===== src/rtl/hovalaag_feed_sequencer.sv =====
// Feed sequencer for the hovalaag core's 12-bit pin bus: each frame is three
// instruction beats followed by optional IN1/IN2 data beats, with wait-state timeout.
module hovalaag_feed_sequencer #(
  parameter int TIMEOUT = 256
) (
  input  logic        clk,
  input  logic        rst_n,
  input  logic        halt,
  input  logic        instr_valid,
  output logic        instr_ready,
  input  logic [31:0] instr,
  input  logic [1:0]  instr_need,
  input  logic        in1_valid,
  output logic        in1_ready,
  input  logic [11:0] in1_data,
  input  logic        in2_valid,
  output logic        in2_ready,
  input  logic [11:0] in2_data,
  output logic        bus_valid,
  output logic [11:0] bus_data,
  output logic [1:0]  bus_tag,
  output logic [1:0]  bus_beat,
  output logic        busy,
  output logic        timeout_err,
  output logic [15:0] stall_count,
  output logic [15:0] frame_count
);

  localparam int WW = (TIMEOUT > 1) ? $clog2(TIMEOUT) : 1;

  localparam logic [1:0] TAG_IDLE  = 2'b00;
  localparam logic [1:0] TAG_INSTR = 2'b01;
  localparam logic [1:0] TAG_IN1   = 2'b10;
  localparam logic [1:0] TAG_IN2   = 2'b11;

  typedef enum logic [2:0] {S_IDLE, S_I0, S_I1, S_I2, S_W1, S_W2} state_e;

  state_e          state_q;
  logic [31:0]     instr_q;
  logic [1:0]      need_q;
  logic [WW-1:0]   wait_q;
  logic            bus_valid_q;
  logic [11:0]     bus_data_q;
  logic [1:0]      bus_tag_q;
  logic [1:0]      bus_beat_q;
  logic            timeout_err_q;
  logic [15:0]     stall_q;
  logic [15:0]     frame_q;

  logic            in_wait;
  logic            cur_valid;
  logic [11:0]     cur_data;
  logic            tmo_hit;
  logic            xfer;
  logic            tmo_take;

  assign in_wait   = (state_q == S_W1) || (state_q == S_W2);
  assign cur_valid = (state_q == S_W1) ? in1_valid : in2_valid;
  assign cur_data  = (state_q == S_W1) ? in1_data : in2_data;
  assign tmo_hit   = (TIMEOUT != 0) && (wait_q == WW'(TIMEOUT - 1));
  assign xfer      = in_wait && cur_valid;
  assign tmo_take  = in_wait && !cur_valid && tmo_hit;

  // Ready is withdrawn only on the timeout cycle with no data pending, so a
  // source that shows up exactly on that cycle still gets its word through.
  assign instr_ready = (state_q == S_IDLE) && !halt;
  assign in1_ready   = (state_q == S_W1) && (in1_valid || !tmo_hit);
  assign in2_ready   = (state_q == S_W2) && (in2_valid || !tmo_hit);

  assign bus_valid   = bus_valid_q;
  assign bus_data    = bus_data_q;
  assign bus_tag     = bus_tag_q;
  assign bus_beat    = bus_beat_q;
  assign busy        = (state_q != S_IDLE);
  assign timeout_err = timeout_err_q;
  assign stall_count = stall_q;
  assign frame_count = frame_q;

  // NOTE: all state, including the latched instruction and need bits, is reset
  // so a frame abandoned by reset cannot leak a stale beat afterwards.
  always_ff @(posedge clk or negedge rst_n) begin
    if (!rst_n) begin
      state_q       <= S_IDLE;
      instr_q       <= '0;
      need_q        <= '0;
      wait_q        <= '0;
      bus_valid_q   <= 1'b0;
      bus_data_q    <= '0;
      bus_tag_q     <= TAG_IDLE;
      bus_beat_q    <= '0;
      timeout_err_q <= 1'b0;
      stall_q       <= '0;
      frame_q       <= '0;
    end else begin
      // NOTE: non-blocking throughout; these defaults are overridden below only
      // on cycles that emit a beat, while bus_data deliberately holds.
      bus_valid_q <= 1'b0;
      bus_tag_q   <= TAG_IDLE;
      bus_beat_q  <= 2'd0;
      unique case (state_q)
        S_IDLE: begin
          if (instr_valid && instr_ready) begin
            instr_q     <= instr;
            need_q      <= instr_need;
            bus_valid_q <= 1'b1;
            bus_data_q  <= instr[11:0];
            bus_tag_q   <= TAG_INSTR;
            bus_beat_q  <= 2'd0;
            state_q     <= S_I0;
          end
        end
        S_I0: begin
          bus_valid_q <= 1'b1;
          bus_data_q  <= instr_q[23:12];
          bus_tag_q   <= TAG_INSTR;
          bus_beat_q  <= 2'd1;
          state_q     <= S_I1;
        end
        S_I1: begin
          bus_valid_q <= 1'b1;
          bus_data_q  <= {4'b0, instr_q[31:24]};
          bus_tag_q   <= TAG_INSTR;
          bus_beat_q  <= 2'd2;
          state_q     <= S_I2;
        end
        S_I2: begin
          if (need_q[0]) begin
            state_q <= S_W1;
          end else if (need_q[1]) begin
            state_q <= S_W2;
          end else begin
            state_q <= S_IDLE;
            frame_q <= frame_q + 16'd1;
          end
        end
        S_W1, S_W2: begin
          if (xfer || tmo_take) begin
            bus_valid_q <= 1'b1;
            bus_data_q  <= xfer ? cur_data : 12'h000;
            bus_tag_q   <= (state_q == S_W1) ? TAG_IN1 : TAG_IN2;
            bus_beat_q  <= 2'd0;
            wait_q      <= '0;
            if (tmo_take) begin
              timeout_err_q <= 1'b1;
            end
            if ((state_q == S_W1) && need_q[1]) begin
              state_q <= S_W2;
            end else begin
              state_q <= S_IDLE;
              frame_q <= frame_q + 16'd1;
            end
          end else begin
            wait_q <= wait_q + 1'b1;
            if (stall_q != 16'hFFFF) begin
              stall_q <= stall_q + 16'd1;
            end
          end
        end
        default: state_q <= S_IDLE;
      endcase
    end
  end

endmodule


===== config.mk =====
export PLATFORM = sky130hd
export DESIGN_NAME = hovalaag_feed_sequencer
export DESIGN_NICKNAME = d
export VERILOG_FILES = /design/src/rtl/hovalaag_feed_sequencer.sv
export SDC_FILE = /design/constraint.sdc
export NUM_CORES = 1
export LEC_CHECK = 0
export ABC_AREA = 1
export CAP_MARGIN = 20
export CORE_ASPECT_RATIO = 0.8
export CORE_MARGIN = 2
export CORE_UTILIZATION = 35
export CTS_CLUSTER_SIZE = 12
export DETAILED_ROUTE_END_ITERATION = 12
export PLACE_DENSITY = 0.67
export REMOVE_ABC_BUFFERS = 1
export SLEW_MARGIN = 20
export SYNTH_ARGS = -nofsm -noshare
export SYNTH_HDL_FRONTEND = slang
export SYNTH_SLANG_ARGS = --single-unit

===== constraint.sdc =====
create_clock -name clk -period 2.7 [get_ports clk]
set_clock_uncertainty 0.1 [all_clocks]
set_input_delay 0.54 -clock clk [delete_from_list [all_inputs] [get_ports clk]]
set_output_delay 0.54 -clock clk [all_outputs]
set_load 0.01 [all_outputs]

==> impl_results.md <==
- Clk root buf: sky130_fd_sc_hd__clkbuf_16
- Sequential element share of the synthesized area: 0.4436
- Max-capacitance violation count: 0
- Multi-input gate area in the final layout: 2255 um^2
- Warnings, synthesis: 0
- Clock insertion delay at the later pin of the skew report: 0.34 ns
- Routed wire length: 12690 um
- Most common flop cell mapped by yosys: sky130_fd_sc_hd__dfrtp_1
- Clock tree from TritonCTS: done
- Residual DRC count: 0
- Power density over the cells: 979.9 nW/um^2
- Leakage power: 3.095 nW
- Syn avg cell area: 7.316 um^2
- Number of distinct library cells after synthesis: 31
- Final setup violation count: 0
- Share of power burned in registers: 0.333
- Cell-internal power: 3.704 mW
- Standard cell with the maximum stage delay on the critical path: sky130_fd_sc_hd__clkdlybuf4s50_1
- Largest net degree at the start of global routing: 33
- Antenna fix cells: 0
- Final weighted congestion in routability-driven placement: 0.8679
- Final Hold Violating Endpoints: 0
- Clock-pin slew reported for the worst setup and hold paths after clock tree synthesis: 0.06 ns
- Share of total power in the clock network: 0.211
- Largest fanout on the critical path: 3
- Gr ovfl total: 0
- Number of buffers inserted during clock tree synthesis: 9
- Ratio of final minimum period to clock period: 0.9475
- Synth top area share: 0.4436
- Cell type contributing the most total cell area after synthesis: sky130_fd_sc_hd__dfrtp_1
- Hold WC Path Type: in -> async
- Number of cells produced by synthesis: 640
- Class of the most critical setup path: reg -> out
- Leading cell types by total area after synthesis: sky130_fd_sc_hd__dfrtp_1, sky130_fd_sc_hd__nand2_1, sky130_fd_sc_hd__nand3_1, sky130_fd_sc_hd__inv_1, sky130_fd_sc_hd__nor2_1
- Worst-case headroom to the max-slew limit: 0.6600
- Detailed-route wire length per cell: 13.54 um
- Comb pwr share: 0.457
- Layout overhead on the synthesized area: 35.20%
- Result of the run: completed
- WP buf/inv: 2
- Combined flip-flop and latch cell area: 2077 um^2
- Clock Tree Buf Depth: 2
- Filler instances: 1264
- NumNets Final: 825
- Ratio of cells with drive above 1 in the final layout: 0.06562
- Setup total negative slack: 0 ns
- Arrival time at the worst endpoint: 1.92 ns
- Maximum cell stage delay along the critical path: 0.48 ns
- EDFF count, synth: 0
- Required time worst endpoint: 2.06 ns
- Overall via count from detail_route: 4406
- Initial antenna violation count: 0
- Overall global routing resource usage: 0.1851
- Cell with the most instances after synthesis: sky130_fd_sc_hd__nand2_1
- Number of slew-limit violations in the final report: 0
- Die outline area: 14320 um^2
- H-tree levels: 3
- Largest delay contributor family on the critical path: buffers and inverters
- Global-route wire length before repair: 21040 um
- Initial Utilization: 0.3612
- Max rail drop VDD: 0.4329 mV
- Number of storage elements in the synthesis netlist: 83
- Cell-by-cell trace of the critical path: ha_1, nand3_1, nor2_4, nand2_2, o21ai_1, inv_1, clkdlybuf4s50_1
- Post-route minimum period: 2.558 ns
- Overall power after layout: 6.203 mW
- Height of the die: 107.5 um
- Fmax: 390.9 MHz
- Switching power: 2.498 mW
- Top-Level Pins: 118
- Worst Max-Slew Pin Slew: 0.5088 ns
- Clock sink total: 83
- Endpoint kind of the worst setup timing path: primary output
- Switching part of the total power: 0.4028
- RSZ-0062 raised after global routing: false
- Half-perimeter wire length of the detailed placement result: 9266 um
- Number of global-route vias before repair: 4318
- FFs w/ async S/R, synth: 1.000
- Most frequent cells after synthesis: sky130_fd_sc_hd__nand2_1, sky130_fd_sc_hd__dfrtp_1, sky130_fd_sc_hd__nand3_1
- Post-cts hold buffer count: 0
- Placeable core area: 12960 um^2
- Detailed-router iteration count before antenna repair: 4
- Routed vias/inst: 4.702
- Antenna Nets Post-Route: 0
- Synth Cell Area: 4682 um^2
- Count of buffers inserted at the top-level ports: 117
- Floorplan die width: 133.3 um
- Iteration-0 DRC Markers: 232
- Row count: 37
- Critical path startpoint category: flip-flop
## flip-flops by register name, indices dropped and copies added, names as in the netlist
signal,cells
state_q,3
need_q,2
bus_tag,2
bus_valid,1
bus_data,12
timeout_err,1
frame_count,16
stall_count,16
bus_beat,2
wait_q,8
instr_q,20
## metal layers
metal  GRT usage  share of wire  up-vias  wire length [um]
met1      0.2580           0.48     2022              6153
met3     0.05885          0.075       12               948
li1            -              -     2227                 -
met5           0              0        -                 0
met4     0.04331          0.011        0               142
met2      0.2806           0.43      145              5446
## final cells by class
cell class,count,area share
Clock inverter,2,0.009488
Multi-Input combinational cell,483,0.3562
Sequential cell,83,0.3281
Clock buffer,13,0.03953
Tap cell,175,0.03459
Inverter,52,0.03084
Timing Repair Buffer,129,0.2012
## cells in the final DEF (no fill, tap or decap), types with 9 or more instances in the layout
| cell type | count |
|---|---|
| sky130_fd_sc_hd__o21ai_0 | 9 |
| sky130_fd_sc_hd__nand3_1 | 74 |
| sky130_fd_sc_hd__inv_1 | 47 |
| sky130_fd_sc_hd__o21ai_1 | 9 |
| sky130_fd_sc_hd__clkbuf_16 | 9 |
| sky130_fd_sc_hd__xor2_1 | 18 |
| sky130_fd_sc_hd__dfrtp_1 | 83 |
| sky130_fd_sc_hd__clkdlybuf4s50_1 | 115 |
| sky130_fd_sc_hd__nor2_1 | 44 |
| sky130_fd_sc_hd__xnor2_1 | 11 |
| sky130_fd_sc_hd__buf_4 | 12 |
| sky130_fd_sc_hd__nand2_1 | 280 |
## timing repair
| action | CTS | global route |
|---|---|---|
| pin swaps | 1 | 1 |
| endpoints found under the setup margin | 2 | 2 |
| gates resized for setup | 2 | 2 |
| buffers inserted | 0 | 1 |
## metrics by stage
| step | cell area (um^2) | std cells | hold WS (ns) | utilization | setup slack, ns |
|---|---|---|---|---|---|
| 4_1_cts | 6320 | 936 | 0.03849 | 0.4875 | 0.02761 |
| 6_report | 6330 | 937 | 0.02798 | 0.4883 | 0.1418 |
| 3_3_place_gp | 6002 | 921 | 0.3537 | 0.4630 | 0.2970 |
| 2_1_floorplan | 4519 | 618 | 0.1444 | - | 0.7904 |
| 5_1_grt | 6330 | 937 | 0.04731 | 0.4883 | 0.02000 |
| 3_5_place_dp | 6002 | 921 | 0.3593 | 0.4630 | 0.2365 |
## power groups by stage
stage | clock network, mW | registers [mW] | logic (mW)
floorplan | 0 | 2.12 | 1.55
global route | 1.40 | 2.12 | 3.19
finish | 1.31 | 2.06 | 2.83
detailed placement | 0 | 2.08 | 2.84
CTS | 1.34 | 2.06 | 2.86
global placement | 0 | 2.06 | 2.80
## cells by family after synthesis
kind of cell / count (synthesis) / share of synthesized area
XOR/XNOR: 29 / 0.05425
flip-flops: 83 / 0.4436
AND/OR/NAND/NOR: 427 / 0.3910
buffers and inverters: 74 / 0.07643
AO/OA/AOI/OAI: 24 / 0.02673
adder cells (fa/ha/maj): 3 / 0.008018
## worst register-to-register path, stage by stage (launching register included)
cell and delay, ns:
sky130_fd_sc_hd__dfrtp_1 0.51, sky130_fd_sc_hd__buf_4 0.25, sky130_fd_sc_hd__nand2_2 0.25, sky130_fd_sc_hd__nand2_2 0.10, sky130_fd_sc_hd__nand2_1 0.11, sky130_fd_sc_hd__nand3_4 0.14
sky130_fd_sc_hd__nor2_4 0.44, sky130_fd_sc_hd__nand2_1 0.12, sky130_fd_sc_hd__nand2_1 0.09
## worst paths after layout
kind	end	depth (start not counted)	slack [ns]	from
max	in1_ready	7	0.14	wait_q[1]
min	wait_q[3]	1	0.03	rst_n
max reg2reg	stall_count[5]	8	0.54	state_q[2]
min reg2reg	instr_q[29]	2	0.37	instr_q[29]
max in group asynchronous	instr_q[20]	2	1.80	rst_n
min in group clk	instr_q[29]	2	0.37	instr_q[29]
Power figures use the tool's default switching activity.
